===== config.mk =====
export PLATFORM = sky130hd
export DESIGN_NAME = distance1
export DESIGN_NICKNAME = d
export VERILOG_FILES = /design/src/rtl/distance1_pkg.sv /design/src/rtl/distance1_popcount.sv /design/src/rtl/distance1.sv
export SDC_FILE = /design/constraint.sdc
export NUM_CORES = 1
export LEC_CHECK = 0
export CORE_MARGIN = 2
export CORE_UTILIZATION = 38
export DETAILED_ROUTE_END_ITERATION = 6
export PLACE_DENSITY = 0.91
export SYNTH_ARGS = -nofsm -noshare
export SYNTH_HDL_FRONTEND = slang
export SYNTH_SLANG_ARGS = --single-unit

===== constraint.sdc =====
create_clock -name CLK -period 6.3 [get_ports CLK]
set_input_delay 1.26 -clock CLK [delete_from_list [all_inputs] [get_ports CLK]]
set_output_delay 1.26 -clock CLK [all_outputs]
set_load 0.03 [all_outputs]

===== src/rtl/distance1_pkg.sv =====
// Shared constants for the distance1 LBIST signature comparator.
package distance1_pkg;
    localparam int SIG_W = 8;
    localparam int CNT_W = 8;
endpackage


===== src/rtl/distance1_popcount.sv =====
// Combinational balanced adder tree counting the ones in a WIDTH-bit vector.
module distance1_popcount
    import distance1_pkg::*;
#(
    parameter int WIDTH = SIG_W
) (
    input  logic [WIDTH-1:0] bits_i,
    output logic [CNT_W-1:0] count_o
);
    localparam int LEVELS = (WIDTH > 1) ? $clog2(WIDTH) : 0;
    localparam int LEAVES = 1 << LEVELS;

    // Heap-ordered tree: node k has children 2k+1 and 2k+2, leaves start at LEAVES-1.
    logic [CNT_W-1:0] node [0:2*LEAVES-2];

    genvar gi;
    generate
        for (gi = 0; gi < LEAVES; gi++) begin : g_leaf
            if (gi < WIDTH) begin : g_bit
                assign node[LEAVES-1+gi] = CNT_W'(bits_i[gi]);
            end else begin : g_pad
                assign node[LEAVES-1+gi] = '0;
            end
        end
        for (gi = 0; gi < LEAVES-1; gi++) begin : g_sum
            assign node[gi] = node[2*gi+1] + node[2*gi+2];
        end
    endgenerate

    assign count_o = node[0];
endmodule


===== src/rtl/distance1.sv =====
// LBIST signature comparator: registered XOR failing-bit map and Hamming distance.
// Optional macro DISTANCE1_STICKY_EN turns RED_SIG into a fault map sticky until RST.
module distance1
    import distance1_pkg::*;
#(
    parameter int WIDTH = SIG_W
) (
    input  logic             CLK,
    input  logic             RST,
    input  logic [WIDTH-1:0] SIG_IN,
    input  logic [WIDTH-1:0] SIG_OUT,
    output logic [CNT_W-1:0] NUMBER,
    output logic [WIDTH-1:0] RED_SIG
);
    logic [WIDTH-1:0] diff;
    logic [WIDTH-1:0] red_sig_d;
    logic [WIDTH-1:0] red_sig_q;
    logic [CNT_W-1:0] number_d;
    logic [CNT_W-1:0] number_q;

    assign diff = SIG_IN ^ SIG_OUT;

`ifdef DISTANCE1_STICKY_EN
    assign red_sig_d = red_sig_q | diff;
`else
    assign red_sig_d = diff;
`endif

    // Counting the next map keeps NUMBER and RED_SIG describing the same state.
    distance1_popcount #(.WIDTH(WIDTH)) u_popcount (
        .bits_i  (red_sig_d),
        .count_o (number_d)
    );

    always_ff @(posedge CLK) begin
        if (RST) begin
            red_sig_q <= '0;
            number_q  <= '0;
        end else begin
            red_sig_q <= red_sig_d;
            number_q  <= number_d;
        end
    end

    assign RED_SIG = red_sig_q;
    assign NUMBER  = number_q;
endmodule


==> impl_results.md <==
* Status: finished clean
* Setup tns final at 0 ps
* Vias in the first global route at 380
* # diodes at 0
* Die W at ~43 um
* CP required at about 6400 ps
* Critical path class: input pin to flip-flop
* Post-CTS Setup Repair Bufs at 0
* Avg WL per Cell at around 10 um
* PortBufs at 29
* Synth async-reset ratio at 0%
* Finished layout cell area at 882.1 sq um
* DR vias/cell at between 4 and 5
* Post-Syn Area per Cell at between 10 and 15 sq um
* Final wirelength at a little under 1000 um
* Cts bufs inserted at 3
* Max cap viols at 0
* Layout Nets at about 110
* Register area share after synthesis at 41.92%
* Gr usage total at between 10% and 20%
* CTS max path bufs at 2
* Clock root buffer: clkbuf_4
* Crit path max fanout at 2
* Antenna violations before repair at 0
* Pin count of the biggest net entering global routing at 13
* Die area at roughly 1800 sq um
* Unrepaired setup endpoints after global routing: no
* Post-route ant nets at 0
* DR iter-0 viols at 10
* Core ar. at approximately 1500 sq um
* H-tree Lvls at 1
* # IOs at 34
* Worst VDD drop at ~0.00017 V
* Post-Syn Area at roughly 570 sq um
* Hold Fails Final Rpt at 0
* Primary FF master, synth: dfxtp_1
* Starting density of the core at between 30% and 40%
* Routability Congestion at roughly 0.67
* Min cycle time layout at roughly 4200 ps
* Critical Path Start Type: input pin
* Synth top area share at about two fifths
* Post-CTS Resized at 0
* CP Capture Type: flip-flop
* HP Class: input pin to flip-flop
* Syn-to-layout area delta at 53.93%
* Post-synth EDFFs at 0
* Clock Sinks at 12
* CP arrival at 4360 ps
* DRC Markers at 0
* Final period util at roughly two thirds
* Cell count after synthesis at 54
* Fillers at ~130
* DIE HEIGHT at ~43 um
* Detailed-placement wirelength estimate at ~800 um
* Count of final setup violators at 0
* Area of placed instances at 859.6 sq um
* First-pass GRT wire length at 1545 um
* Row count at 14
* CTS hold repair buffers at 0
* Final Max Tran Viols at 0
* CTS tree: done
* Total power at between 200 and 300 uW
* Share of layout cells above drive strength 1 at ~6%
* Clock slew at reported path FFs at about 70 ps
* Yosys reg bits at 12
* Synth cell types at 14
* Synth warn at 0
* Largest area contributor in the netlist: dfxtp_1
* Largest cells by area after synthesis: dfxtp_1 (42%), fa_1 (14%), xnor2_1 (7.6%)
* DR vias at roughly 440
* First-pass detailed-route iteration total at 4
* PwrDens at 305.4 nW/um^2
* Static Leakage at 0.0003783 uW
* GRT overflow at 0
* Fmax at about 240 MHz
## routing by layer
| layer | track usage (%) | up-vias | routed length (um) |
|---|---|---|---|
| li1 | - | 211 | - |
| met1 | 10.64 | 201 | 327 |
| met2 | 22.12 | 23 | 578 |
| met3 | 2.553 | 2 | 66 |
| met4 | 7.500 | 0 | 15 |
| met5 | 0 | - | 0 |
## where the power goes
part | leakage [uW] | switching (uW) | internal, uW | total [uW]
clock | 0.0000138 | 24.3 | 22.1 | 46.4
sequential | 0.0000998 | 2.78 | 89.1 | 91.9
combinational | 0.000265 | 70.9 | 60.2 | 131
## state kept, by name (all words and copies together) (netlist names)
register and cells:
RED_SIG 8, NUMBER 4
## cells in the final DEF, fill, tap and decap left out
| cell | instances |
|---|---|
| ha_1 | 3 |
| nor3b_2 | 1 |
| xnor2_1 | 5 |
| inv_1 | 7 |
| clkdlybuf4s50_1 | 29 |
| xor2_1 | 4 |
| nor2_1 | 7 |
| fa_1 | 4 |
| dfxtp_1 | 12 |
| a21oi_1 | 1 |
| nor2b_1 | 3 |
| conb_1 | 4 |
| clkbuf_4 | 3 |
| nor2b_2 | 1 |
## kinds of logic after synthesis
kind of cell             after synthesis  share of synthesized area, %
adder cells (fa/ha/maj)                7                         20.53
XOR/XNOR                               9                         13.75
buffers and inverters                 12                         10.70
AO/OA/AOI/OAI                          1                        0.8725
AND/OR/NAND/NOR                       12                         11.57
other                                  1                        0.6544
flip-flops                            12                         41.92
## area by class of cell
cell class | count | area (sq um) | share of cell area [%]
timing repair buffer | 29 | 290.3 | 32.91
multi-input combinational | 33 | 282.8 | 32.06
sequential | 12 | 240.2 | 27.23
inverter | 7 | 26.28 | 2.979
clock buffer | 3 | 22.52 | 2.553
tap | 16 | 20.02 | 2.270
## final timing paths
kind	startpoint	endpoint	cells past startpoint
hold / removal	SIG_IN[3]	RED_SIG[3]	3
setup / recovery	SIG_OUT[0]	NUMBER[2]	13
## worst max-delay path: stages
cell,delay (ps)
clkdlybuf4s50_1,470
xnor2_1,110
fa_1,550
inv_1,50
fa_1,490
inv_1,50
fa_1,450
inv_1,70
ha_1,160
inv_1,60
fa_1,430
xor2_1,140
nor2_1,60
## cell usage after synthesis, types with 3 or more instances
| library cell | n |
|---|---|
| nor2_1 | 7 |
| dfxtp_1 | 12 |
| inv_1 | 7 |
| nor2b_1 | 3 |
| xnor2_1 | 5 |
| fa_1 | 4 |
| buf_4 | 4 |
| xor2_1 | 4 |
| ha_1 | 3 |
## metrics by stage
stage                     util (%)  std cells  worst slack (ps)  hold WS, ps
after floorplan                  -         57              2375         1332
after global placement       59.12         97              1862         1945
after detailed placement     59.12         97              1785         1962
after CTS                    60.67        100              2078         1677
after global routing         60.67        100              1949         1686
final                        60.67        100              2085         1677
Power figures use the tool's default switching activity.
==> patch: new RTL, config.mk and constraints unchanged <==
The output `RED_SIG` loses its register stage (`red_sig_q` becomes a continuous assignment).
--- a/src/rtl/distance1.sv
+++ b/src/rtl/distance1.sv
@@ -36,6 +36,4 @@
         if (RST) begin
-            red_sig_q <= '0;
             number_q  <= '0;
         end else begin
-            red_sig_q <= red_sig_d;
             number_q  <= number_d;
@@ -43,2 +41,4 @@
     end
+
+    assign red_sig_q = red_sig_d;
 
Formal check against the unedited RTL: not equivalent (Yosys sat finds a counterexample within 4 cycles, from zero or initial values and one cycle with RST high).
==> patch against the original RTL <==
- power fell by 26%
- sequential cell count fell by 8
- synthesized cell count fell by 22%
- largest cell class unchanged
- worst setup slack got worse by 0.19 ns
- wire length fell by 4.3%
- maximum frequency fell by 4.3%
- area after synthesis fell by 33%
- via count fell by 17%
- final area fell by 22%
- sequential share of layout area fell by 16 points
- global-route usage rose by 7.5 points
==> patch: results (changes against the original RTL) <==
status: "finished, final reports clean"
worstPathArrival_ns: 4.50  # +0.14 ns
ctsLongestPathBuffers: 2  # unchanged
critPathMaxFanout: 2  # unchanged
ys_seq_area_share_pct: 20.98  # -21 points
power_leakage_uw: 0.0003271  # -14%
io_buffers: 29  # unchanged
hold_path_class: "primary input to register"
grt_pass1_wl_um: 1635  # +5.8%
path_clk_slew_ns: 0.04  # -0.03 ns
dp_cells: 83  # -14%
synth.top_cells.by_count: "inv_1 (12), xor2_1 (7), buf_4 (4), dfxtp_1 (4), fa_1 (4)"
firstDrtPassIters: 2  # -2
p_int_uw: 108.9  # -36%
final_common_cell: "clkdlybuf4s50_1"
ys_warn_count: 0  # unchanged
irDropWorstVdd_uv: 137.2  # -19%
drt_iter0_drc: 10  # unchanged
largest_reg_flops: 4  # -4
antenna_cells: 0  # unchanged
post_cts_buffers: 0  # unchanged
placed_area_um2: 669.4  # -22%
yosys-top-cells-area: "dfxtp_1 (21%), fa_1 (21%), xor2_1 (16%)"
cts_resized: 0  # unchanged
routedWlPerCell_um: 11.00  # +11%
antenna_found_initial: 0  # unchanged
grt_pass1_vias: 415  # +9.2%
final_nets: 100  # -9.9%
drive_gt1_share_pct: 4.110  # -1.8 points
slowest_stage: "fa_1"
grt_max_degree: 5  # -8
dp_hpwl_um: 829.4  # +3.2%
final_cells: 86  # -14%
synth.distinct_cells: 12  # -2
synth-async-reset-ratio_pct: 0  # unchanged
clockRootBuffer: "clkbuf_2"
dpl_worst_slack_ns: 1.648  # -0.1369 ns
areaGrowthSynthToFinish_pct: 79.34
cts-buffers-inserted: 3  # unchanged
grtUsageTotal_pct: 19.07  # +7.5 points
vias_per_cell: 4.233  # -3.1%
gp_congestion: 0.6667  # -0.55%
slowest_delay_ns: 0.50  # -0.05 ns
synthCells: 42  # -22%
htreeDepth: 1  # unchanged
==> patch: cell count changes in the layout (fill, tap and decap cells not counted), moves of 2 or more <==
cell | before | now
clkbuf_2 | 0 | 3
nor2b_1 | 3 | 1
xor2_1 | 4 | 7
dfxtp_1 | 12 | 4
xnor2_1 | 5 | 2
inv_1 | 7 | 12
clkbuf_4 | 3 | 0
nor2_1 | 7 | 2
==> patch: cell type report <==
class | count | area (µm²)
Fill cell | 90 | 251.5
Tap cell | 13 | 16.27
Inverter | 12 | 45.04
Clock buffer | 3 | 15.01
Timing Repair Buffer | 29 | 290.3
Multi-Input combinational cell | 25 | 237.7
Sequential cell | 4 | 80.08
==> patch: cells by family after synthesis <==
family	share of synthesized area (%)
fa+ha+maj	30.82
compound gates	1.310
other cells	0.9827
xor+xnor	20.66
simple gates	5.576
flops	20.98
buf+inv	19.67
==> patch: worst max-delay path: cells and delay by family <==
kind / cells / cell delay (ns)
XOR/XNOR: 2 / 0.34
adder cells (fa/ha/maj): 5 / 2.03
buffers and inverters: 6 / 0.82
AND/OR/NAND/NOR: 1 / 0.05
==> patch: worst paths after layout <==
check / from / end / slack, ns / cells after the start
min: RST / NUMBER[2] / 1.70 / 2
max: SIG_IN[1] / NUMBER[2] / 1.89 / 14
==> patch: metrics by stage <==
step	hold WS, ns	util (%)
final	1.703	73.13
after global routing	1.708	73.13
after CTS	1.694	73.13
after detailed placement	1.907	71.52
after global placement	1.866	71.52
after floorplan	1.327	-
==> patch: power by group through the flow <==
stage	sequential (µW)	clock (µW)	combinational [µW]
after floorplan	55.8	0	66.4
after global placement	37.0	0	128
after detailed placement	37.2	0	138
after CTS	36.8	23.7	140
after global routing	37.2	25.4	154
final	36.7	23.5	138
==> patch: routing by layer <==
| layer | part of all wire, % | track usage [%] | wire [µm] | vias to the layer above |
|---|---|---|---|---|
| met3 | 11 | 6.369 | 105 | 5 |
| met5 | 0 | 0 | 0 | - |
| met1 | 32 | 15.02 | 303 | 158 |
| li1 | - | - | - | 172 |
| met4 | 3.1 | 13.46 | 29 | 0 |
| met2 | 54 | 37.50 | 508 | 29 |
